**config.mk**
```make
export PLATFORM = sky130hd
export DESIGN_NAME = sap_control_sequencer
export DESIGN_NICKNAME = d
export VERILOG_FILES = /design/src/rtl/sap_ctrl_pkg.sv /design/src/rtl/sap_ring_counter.sv /design/src/rtl/sap_control_sequencer.sv
export SDC_FILE = /design/constraint.sdc
export NUM_CORES = 1
export LEC_CHECK = 0
export CORE_AREA = 2 2 39 41
export CTS_BUF_LIST = sky130_fd_sc_hd__clkbuf_4
export DETAILED_ROUTE_END_ITERATION = 8
export DIE_AREA = 0 0 41 43
export GPL_TIMING_DRIVEN = 0
export PLACE_DENSITY = 0.68
export SLEW_MARGIN = 10
export SYNTH_ARGS = -nofsm -noshare
export SYNTH_HDL_FRONTEND = slang
export SYNTH_SLANG_ARGS = --single-unit
```
**constraint.sdc**
```tcl
create_clock -name clk -period 2.9 [get_ports clk]
set_input_delay 0.58 -clock clk [delete_from_list [all_inputs] [get_ports clk]]
set_output_delay 0.58 -clock clk [all_outputs]
set_load 0.02 [all_outputs]
```
**src/rtl/sap_ctrl_pkg.sv**
```systemverilog
// sap_ctrl_pkg: opcodes, T-state encodings and control-word layout shared by the SAP-U sequencer
package sap_ctrl_pkg;
  localparam logic [3:0] OP_LDA = 4'b0000;
  localparam logic [3:0] OP_ADD = 4'b0001;
  localparam logic [3:0] OP_SUB = 4'b0010;
  localparam logic [3:0] OP_OUT = 4'b1110;
  localparam logic [3:0] OP_HLT = 4'b1111;
  typedef enum logic [2:0] {
    T1     = 3'd0,
    T2     = 3'd1,
    T3     = 3'd2,
    T4     = 3'd3,
    T5     = 3'd4,
    T6     = 3'd5,
    T_ILL  = 3'd6,
    T_HALT = 3'd7
  } t_state_e;
  localparam int CW_W  = 12;
  localparam int CW_CP = 11;
  localparam int CW_EP = 10;
  localparam int CW_LM = 9;
  localparam int CW_CE = 8;
  localparam int CW_LI = 7;
  localparam int CW_EI = 6;
  localparam int CW_LA = 5;
  localparam int CW_EA = 4;
  localparam int CW_SU = 3;
  localparam int CW_EU = 2;
  localparam int CW_LB = 1;
  localparam int CW_LO = 0;
  typedef logic [CW_W-1:0] ctrl_word_t;
endpackage

```
**src/rtl/sap_ring_counter.sv**
```systemverilog
// sap_ring_counter: T1..T6 ring with early return, HALT trap and recovery from the unused code
module sap_ring_counter
  import sap_ctrl_pkg::*;
(
  input  logic       clk,
  input  logic       reset,
  input  logic       run,
  input  logic       early_end,
  input  logic       halt_req,
  output logic [2:0] t_state
);
  t_state_e state_q, state_d;
  always_ff @(posedge clk or posedge reset)
    if (reset) state_q <= T1;
    else state_q <= state_d;
  // HALT ignores run; the illegal code self-recovers even while stalled
  always_comb begin
    state_d = state_q;
    case (state_q)
      T_HALT: state_d = T_HALT;
      T_ILL:  state_d = T1;
      default: state_d = !run ? state_q :
                         halt_req ? T_HALT :
                         (early_end || state_q == T6) ? T1 :
                         t_state_e'(state_q + 3'd1);
    endcase
  end
  assign t_state = state_q;
endmodule

```
**src/rtl/sap_control_sequencer.sv**
```systemverilog
// sap_control_sequencer: SAP-U opcode decoder driving every bus load/enable line per T-state
module sap_control_sequencer
  import sap_ctrl_pkg::*;
#(
  parameter bit EARLY_END = 1'b0,
  parameter int OP_W      = 4
)
(
  input  logic            clk,
  input  logic            reset,
  input  logic            run,
  input  logic [OP_W-1:0] opcode,
  output logic            pc_inc,
  output logic            pc_out,
  output logic            mar_load,
  output logic            ram_out,
  output logic            ir_load,
  output logic            ir_out,
  output logic            a_load,
  output logic            a_out,
  output logic            alu_sub,
  output logic            alu_out,
  output logic            b_load,
  output logic            out_load,
  output logic            halted,
  output logic [2:0]      t_state
);
  logic is_lda, is_add, is_sub, is_out, is_hlt, is_mem, is_alu, is_nop;
  logic early_end, halt_req;
  ctrl_word_t cw, ctrl;
  assign is_lda = opcode == OP_W'(OP_LDA);
  assign is_add = opcode == OP_W'(OP_ADD);
  assign is_sub = opcode == OP_W'(OP_SUB);
  assign is_out = opcode == OP_W'(OP_OUT);
  assign is_hlt = opcode == OP_W'(OP_HLT);
  assign is_alu = is_add || is_sub;
  assign is_mem = is_lda || is_alu;
  assign is_nop = !(is_mem || is_out || is_hlt);
  assign halt_req = t_state == T4 && is_hlt;
  assign halted = t_state == T_HALT;
  sap_ring_counter u_ring (
    .clk       (clk),
    .reset     (reset),
    .run       (run),
    .early_end (early_end),
    .halt_req  (halt_req),
    .t_state   (t_state)
  );
  // fetch ignores opcode entirely; execute decodes only in T4..T6
  always_comb begin
    cw = '0;
    early_end = 1'b0;
    case (t_state)
      T1: begin
        cw[CW_EP] = 1'b1;
        cw[CW_LM] = 1'b1;
      end
      T2: cw[CW_CP] = 1'b1;
      T3: begin
        cw[CW_CE] = 1'b1;
        cw[CW_LI] = 1'b1;
      end
      T4: begin
        cw[CW_EI] = is_mem;
        cw[CW_LM] = is_mem;
        cw[CW_EA] = is_out;
        cw[CW_LO] = is_out;
        early_end = EARLY_END && (is_out || is_nop);
      end
      T5: begin
        cw[CW_CE] = is_mem;
        cw[CW_LA] = is_lda;
        cw[CW_LB] = is_alu;
        early_end = EARLY_END && is_lda;
      end
      T6: begin
        cw[CW_EU] = is_alu;
        cw[CW_LA] = is_alu;
        cw[CW_SU] = is_sub;
      end
      default: ;
    endcase
  end
  assign ctrl = (reset || halted) ? '0 : cw;
  assign pc_inc   = ctrl[CW_CP];
  assign pc_out   = ctrl[CW_EP];
  assign mar_load = ctrl[CW_LM];
  assign ram_out  = ctrl[CW_CE];
  assign ir_load  = ctrl[CW_LI];
  assign ir_out   = ctrl[CW_EI];
  assign a_load   = ctrl[CW_LA];
  assign a_out    = ctrl[CW_EA];
  assign alu_sub  = ctrl[CW_SU];
  assign alu_out  = ctrl[CW_EU];
  assign b_load   = ctrl[CW_LB];
  assign out_load = ctrl[CW_LO];
  // only one storage element may drive the shared bus per cycle
  a_bus_onehot: assert property (@(posedge clk) disable iff (reset)
    $onehot0({pc_out, ram_out, ir_out, a_out, alu_out}));
endmodule
```
==> qor.log, run 1 <==
[run_status] status completed
[timing] setup repair after global routing missed its margin no
[route] total iterations of the first detailed-routing run 4
[setup_path] critical path start-end classification flip-flop to output pin
[cells_and_area] area added between synthesis and finish 63.6%
[yosys] average cell area after synthesis 8.13 um2
[clocking] clock sink count 3
[yosys] number of warning messages in the yosys log 0
[global_route] grt total ovfl 0
[clocking] number of hold-repair buffers added at the cts stage 0
[global_route] global-route track usage on met3 6.28%
[setup_path] required time of the worst setup path 2320 ps
[global_route] wire length of the first global-routing pass 1800 um
[setup_path] worst flop-to-flop path startpoint u_ring.t_state[0]
[route] routed vias/inst 4.94
[route] final routed DRC violation total 0
[timing] hold violation count in the final report 0
[clocking] CTS tree built
[run] count of maximum capacitance violations 0
[floorplanning] Die Ht 43 um
[yosys] Post-synth EDFFs 0
[yosys] proportion of synthesized flip-flops having asynchronous set or reset 100%
[timing] Final Critical Period 2750 ps
[min_path] kind of path behind the tightest hold check input pin to asynchronous set/reset pin
[timing] worst-margin pin slew 279 ps
[yosys] sequential element share of the synthesized area 17.8%
[cells_and_area] leading cell type in the layout, fill and taps excluded sky130_fd_sc_hd__clkdlybuf4s50_1
[route] WL/cell 11.2 um
[floorplanning] Horiz. Die Dim 41 um
[global_route] met1 layer usage reported by global route 20.5%
[yosys] post-synth design cell area 423 um2
[route] via count 464
[yosys] complex-gate fraction of the synthesized area 18.3%
[timing] share of the clock period used by the worst path 94.7%
[yosys] Mapped Nets 61
[yosys] cell count after synthesis 52
[yosys] fraction of synthesized area in multiplexers 0%
[timing] summed negative setup slack over all endpoints 0 ps
[power] PwrDens 841 nW/um2
[yosys] total of flip-flops plus latches after synthesis 3
[setup_path] startpoint type of the worst setup path flip-flop
[timing] final setup vio count 0
[route] violation count after the first detailed-routing iteration 8
[setup_path] path depth of the worst reg2reg path 6
[setup_path] worst flop-to-flop path endpoint u_ring.t_state[1]
[yosys] main combinational cell family by area after synthesis simple AND/OR/NAND/NOR gates
[power] VDD IR-drop max 495 uV
[global_route] peak-usage layer in the global routing report met2
[placed_design] IO buf count 22
[setup_path] critical-path maximum fanout 10
[global_route] largest net degree at the start of global routing 11
[yosys] area share of xor/xnor cells in the synthesized design 2.07%
[timing] Worst Skew 5.62 ps
[yosys] distinct cell type count of the synthesized netlist 29
[clocking] number of buffers created by CTS 3
[setup_path] crit-path max cell delay 590 ps
[cells_and_area] leading cell types in the layout, fill and taps excluded sky130_fd_sc_hd__clkdlybuf4s50_1, sky130_fd_sc_hd__dlygate4sd2_1, sky130_fd_sc_hd__nand2_1, sky130_fd_sc_hd__nor3_1, sky130_fd_sc_hd__clkbuf_4
[yosys] Synth Flop Type sky130_fd_sc_hd__dfrtp_1
[route] count of nets left with antenna violations after detail routing 0
[cells_and_area] Antenna Cells 0
[global_route] number of global-route vias before repair 425
[route] wire length reported by the detailed router 1050 um
[floorplanning] Die ar. 1760 um2
[setup_path] WP data arrival 2170 ps
[yosys] simple-gate share of the synthesized area 43.5%
[setup_path] setup slack on the worst flop-to-flop path 1250 ps
[setup_path] slowest stage cell on the critical path sky130_fd_sc_hd__clkdlybuf4s50_1
[setup_path] kind of capture point of the worst setup path output pin
[cells_and_area] final net count 88
[timing] number of pins exceeding their max-slew limit in the final report 0
[global_route] total global routing track utilization 14.8%
[cells_and_area] flip-flop count of the largest register after layout 3
[clocking] Max H-tree Level 1
[placed_design] final RePlAce weighted congestion 0.751
[floorplanning] placeable core region 1380 um2
[cells_and_area] fraction of final layout cells sized beyond drive strength 1 19.2%
[global_route] met2 layer usage reported by global route 21.6%
[setup_path] sequence of cells on the critical path buf_6 -> and2_1 -> ha_2 -> nor3_1 -> and3_1 -> clkdlybuf4s50_1
[timing] Max-slew headroom 81.3%
[clocking] cell chosen for the clock root sky130_fd_sc_hd__clkbuf_4
[clocking] clock slew at the register clock pins of the worst setup and hold paths 40 ps
[clocking] number of buffers on the longest clock path 2
[timing] highest attainable clock frequency 364 MHz
[floorplanning] initial core utilization 30.6%
[placed_design] detailed-placement wirelength estimate 791 um
[placed_design] placed cell count 90
[power] leakage power summed over all cells 0.355 nW
[cells_and_area] filler-free cell count of the finished design 94
[floorplanning] standard-cell rows 14
[clocking] clock latency at the later pin of the worst-skew pair 240 ps
[clocking] post-CTS setup-driven buffer insertion count 0
[yosys] Synth Area in Adders 5.92%
[floorplanning] count of pins on the block boundary 23
[global_route] initial antenna violation count 0
-- worst max path at each step --
stage	cells after the start	startpoint	endpoint	slack, ps
floorplan	5	u_ring.t_state[0]	out_load	80
global placement	5	reset	alu_sub	-80
detailed placement	5	reset	alu_sub	-90
CTS	4	opcode[2]	a_out	70
global route	6	u_ring.t_state[0]	ir_load	20
finish	6	u_ring.t_state[0]	ir_load	150
-- through the flow --
stage	area, um2	setup slack, ps	hold WS (ps)	total power [mW]	utilization, %
5_1_grt	692	17.7	746	0.636	50.0
3_5_place_dp	663	-91.3	728	0.508	47.9
4_1_cts	689	72.1	713	0.589	49.8
3_3_place_gp	663	-76.4	721	0.502	47.9
6_report	692	155	716	0.582	50.0
2_1_floorplan	423	82.1	334	0.368	-
-- synth_stat cells (2+ instances only) --
library cell / number / share of area (%)
sky130_fd_sc_hd__nand3_1: 2 / 2.4
sky130_fd_sc_hd__a21o_1: 2 / 3.5
sky130_fd_sc_hd__dfrtp_1: 3 / 18
sky130_fd_sc_hd__ha_1: 2 / 5.9
sky130_fd_sc_hd__nor2_1: 3 / 2.7
sky130_fd_sc_hd__nand2_1: 4 / 3.5
sky130_fd_sc_hd__inv_1: 3 / 2.7
sky130_fd_sc_hd__nor3_1: 4 / 4.7
sky130_fd_sc_hd__and3_1: 3 / 4.4
sky130_fd_sc_hd__and2_1: 2 / 3.0
sky130_fd_sc_hd__nand2b_1: 2 / 3.0
sky130_fd_sc_hd__buf_6: 3 / 8.0
sky130_fd_sc_hd__a21oi_1: 3 / 3.5
-- timing repair --
| action | in CTS | in global routing |
|---|---|---|
| gates resized for setup | 12 | 1 |
| endpoints found under the setup margin | 10 | 1 |
| cloned | 0 | 0 |
-- metal layers --
metal / vias up / share of wire, %
met4: 0 / 0
met2: 17 / 47
met3: 0 / 4.9
li1: 240 / -
met1: 207 / 48
met5: - / 0
-- kinds of logic after synthesis --
family	Yosys count
xor+xnor	1
compound gates	11
buf+inv	7
flops	3
simple gates	28
fa+ha+maj	2
-- area by class of cell --
type / instances / area, um2
Fill cell: 154 / 692
Multi-Input combinational cell: 42 / 304
Timing Repair Buffer: 22 / 210
Sequential cell: 3 / 75.1
Buffer: 4 / 41.3
Clock buffer: 4 / 30.0
Tap cell: 16 / 20.0
Inverter: 3 / 11.3
-- worst max-delay path: cells and delay by family, from the launching register on --
kind,cells,cell delay [ps]
adders and majority gates,1,250
DFF,1,380
buffers and inverters,2,740
and+or+nand+nor,3,570
-- power by group --
group | leakage [nW] | total (mW) | internal [mW] | switching, mW
Clock | 0.0184 | 0.0835 | 0.0609 | 0.0226
Sequential | 0.0350 | 0.0802 | 0.0638 | 0.0164
Combinational | 0.301 | 0.418 | 0.196 | 0.222
Power figures use the tool's default switching activity.
==> run 2, diff against run 1 <==
--- a/config.mk
+++ b/config.mk
@@ -10,6 +10,7 @@
 export DETAILED_ROUTE_END_ITERATION = 8
 export DIE_AREA = 0 0 41 43
 export GPL_TIMING_DRIVEN = 0
+export HOLD_SLACK_MARGIN = 0.03
 export PLACE_DENSITY = 0.68
 export SLEW_MARGIN = 10
 export SYNTH_ARGS = -nofsm -noshare
==> results of run 2 <==
Same layout as run 1: the final DEF is identical, and so are final timing and power.
==> run 3, diff against run 2 <==
--- a/config.mk
+++ b/config.mk
@@ -5,13 +5,15 @@
 export SDC_FILE = /design/constraint.sdc
 export NUM_CORES = 1
 export LEC_CHECK = 0
-export CORE_AREA = 2 2 39 41
+export CELL_PAD_IN_SITES_DETAIL_PLACEMENT = 1
+export CELL_PAD_IN_SITES_GLOBAL_PLACEMENT = 1
+export CORE_MARGIN = 2
+export CORE_UTILIZATION = 29
 export CTS_BUF_LIST = sky130_fd_sc_hd__clkbuf_4
 export DETAILED_ROUTE_END_ITERATION = 8
-export DIE_AREA = 0 0 41 43
 export GPL_TIMING_DRIVEN = 0
 export HOLD_SLACK_MARGIN = 0.03
-export PLACE_DENSITY = 0.68
+export PLACE_DENSITY_LB_ADDON = 0.1
 export SLEW_MARGIN = 10
 export SYNTH_ARGS = -nofsm -noshare
 export SYNTH_HDL_FRONTEND = slang
==> run 3 against run 2 <==
First-iteration DRC count up 25%. Cell count shrank 1.1%. Clock power is 2% higher. Die area grew 0.94%. Core utilization is 1.9 points higher. Global-route usage up 0.26 points. Clock skew barely moved. Largest cell class unchanged.
==> qor.log, run 3 (synthesized netlist as in run 1, its figures left out) <==
[run_status] status completed
[placed_design] IO buf count 22 [unchanged]
[cells_and_area] flip-flop count of the largest register after layout 3 [unchanged]
[route] routed vias/inst 5.26 [+6.5%]
[placed_design] dpl ws -126 ps [-34.7 ps]
[min_path] kind of path behind the tightest hold check input pin to asynchronous set/reset pin
[route] wire length reported by the detailed router 1250 um [+19%]
[floorplanning] initial core utilization 31.7% [+1.1 points]
[setup_path] kind of capture point of the worst setup path output pin
[clocking] clock slew at the register clock pins of the worst setup and hold paths 40 ps [about the same]
[setup_path] required time of the worst setup path 2320 ps [about the same]
[timing] worst-margin pin slew 290 ps [+11.1 ps]
[floorplanning] Horiz. Die Dim 42.2 um [+2.9%]
[power] VDD IR-drop max 439 uV [-11%]
[power] total power consumption of the routed design 0.589 mW [+1.2%]
[power] PwrDens 851 nW/um2 [+1.2%]
[route] violation count after the first detailed-routing iteration 10 [+2]
[route] count of nets left with antenna violations after detail routing 0 [unchanged]
[power] Logic pwr share 71.7% [-0.2 points]
[route] WL/cell 13.5 um [+21%]
[placed_design] placed cell count 89 [-1.1%]
[global_route] number of global-route vias before repair 486 [+14%]
[timing] Max-slew headroom 80.5% [-0.83 points]
[timing] Final Critical Period 2800 ps [+50.8 ps]
[placed_design] detailed-placement wirelength estimate 937 um [+18%]
[cells_and_area] final net count 88 [unchanged]
[power] clock network fraction of total power 14.5% [+0.2 points]
[placed_design] cell area reported after detailed placement 662 um2 [-0.19%]
[route] total iterations of the first detailed-routing run 4 [unchanged]
[setup_path] critical path start-end classification flip-flop to output pin
[timing] final critical-path setup slack 104 ps [-50.8 ps]
[cells_and_area] leading cell type in the layout, fill and taps excluded sky130_fd_sc_hd__clkdlybuf4s50_1
[clocking] cell chosen for the clock root sky130_fd_sc_hd__clkbuf_4
[route] final routed DRC violation total 0 [unchanged]
[cells_and_area] filler-free cell count of the finished design 93 [-1.1%]
[global_route] grt total ovfl 0 [unchanged]
[timing] final worst hold slack 715 ps [-1.50 ps]
[floorplanning] placeable core region 1330 um2 [-3.6%]
[setup_path] crit-path max cell delay 600 ps [about the same]
[floorplanning] count of pins on the block boundary 23 [unchanged]
[cells_and_area] area added between synthesis and finish 63.6% [unchanged]
[setup_path] slowest stage cell on the critical path sky130_fd_sc_hd__clkdlybuf4s50_1
[clocking] number of hold-repair buffers added at the cts stage 0 [unchanged]
[power] total net switching power 0.269 mW [+2.7%]
[clocking] Max H-tree Level 1 [unchanged]
[timing] Worst Skew 5.75 ps [+0.135 ps]
[cells_and_area] leading cell types in the layout, fill and taps excluded sky130_fd_sc_hd__clkdlybuf4s50_1, sky130_fd_sc_hd__dlygate4sd2_1, sky130_fd_sc_hd__nand2_1, sky130_fd_sc_hd__nor3_1, sky130_fd_sc_hd__clkbuf_4
[setup_path] sequence of cells on the critical path buf_6 -> and2_1 -> ha_2 -> nor3_1 -> and3_1 -> clkdlybuf4s50_1
[cells_and_area] Antenna Cells 0 [unchanged]
[power] leakage power summed over all cells 0.350 nW [-1.4%]
[timing] hold violation count in the final report 0 [unchanged]
[clocking] number of buffers created by CTS 3 [unchanged]
[setup_path] critical-path maximum fanout 10 [unchanged]
[floorplanning] standard-cell rows 13 [-1]
[timing] highest attainable clock frequency 358 MHz [-1.8%]
[setup_path] startpoint type of the worst setup path flip-flop
[route] via count 489 [+5.4%]
[floorplanning] Die Ht 42.2 um [-1.9%]
[cells_and_area] final design utilization 51.9% [+1.9 points]
[timing] final setup vio count 0 [unchanged]
[timing] summed negative setup slack over all endpoints 0 ps [unchanged]
[clocking] CTS tree built
[global_route] wire length of the first global-routing pass 2060 um [+15%]
[cells_and_area] summed area of non-filler cells in the final layout 692 um2 [unchanged]
[clocking] number of buffers on the longest clock path 2 [unchanged]
[clocking] clock latency at the later pin of the worst-skew pair 240 ps [about the same]
[setup_path] WP data arrival 2220 ps [+50 ps]
[power] Switching Share 45.6% [+0.67 points]
[cells_and_area] final-layout fill cell count 174 [+13%]
[run] count of maximum capacitance violations 0 [unchanged]
[clocking] clock sink count 3 [unchanged]
[timing] setup repair after global routing missed its margin no
[global_route] initial antenna violation count 0 [unchanged]
[global_route] largest net degree at the start of global routing 11 [unchanged]
[cells_and_area] fraction of final layout cells sized beyond drive strength 1 19.2% [unchanged]
[power] fraction of power consumed by sequential logic 13.8% [about the same]
[floorplanning] Die ar. 1780 um2 [+0.94%]
[global_route] total global routing track utilization 15.1% [+0.26 points]
[placed_design] final RePlAce weighted congestion 0.724 [-3.7%]
[power] Internal 0.321 mW [about the same]
[timing] number of pins exceeding their max-slew limit in the final report 0 [unchanged]
[timing] share of the clock period used by the worst path 96.4% [+1.8 points]
run 3: final cells by class:
class | count | area, um2 | share of cell area [%]
multi-input cells | 42 | 304 | 43.9
repair buffers | 22 | 211 | 30.6
flip-flops and latches | 3 | 75.1 | 10.8
plain buffers | 4 | 41.3 | 5.97
clock buffers | 4 | 30.0 | 4.34
well taps | 15 | 18.8 | 2.71
inverters | 3 | 11.3 | 1.63
run 3: what timing repair did:
action,in CTS,in global routing
pin swaps,1,1
gates resized for setup,11,1
setup buffers,0,0
endpoints found under the setup margin,12,5
run 3: path summary, 6_finish.rpt:
kind | start | end | slack, ps | depth (start not counted)
worst max-delay path | u_ring.t_state[0] | ir_load | 100 | 6
worst min-delay path | reset | u_ring.t_state[2] | 710 | 2
worst max register to register | u_ring.t_state[0] | u_ring.t_state[1] | 1190 | 6
worst min register to register | u_ring.t_state[0] | u_ring.t_state[0] | 750 | 3
max in group asynchronous | reset | u_ring.t_state[1] | 2050 | 2
min in group clk | u_ring.t_state[0] | u_ring.t_state[0] | 750 | 3
run 3: routing by layer:
layer  vias up  wire (um)  share of wire, %  track usage (%)
met5         -          0                 0                0
met4         0         12              0.96             7.50
met3         2         84               6.7             2.16
met2        22        557                44             24.0
met1       228        598                48             19.6
li1        237          -                 -                -
run 3: worst max-delay path, delay by kind of cell, from the launching register on:
family | cells | cell delay [ps]
adder cells (fa/ha/maj) | 1 | 260
flip-flops | 1 | 380
buffers and inverters | 2 | 750
AND/OR/NAND/NOR | 3 | 600
run 3: power by group through the flow:
stage	registers, mW	logic (mW)	clock network [mW]
after CTS	0.0822	0.426	0.0850
after floorplan	0.106	0.263	0
after global placement	0.0805	0.428	0
after detailed placement	0.0824	0.431	0
after global routing	0.0862	0.462	0.0880
final	0.0813	0.422	0.0854
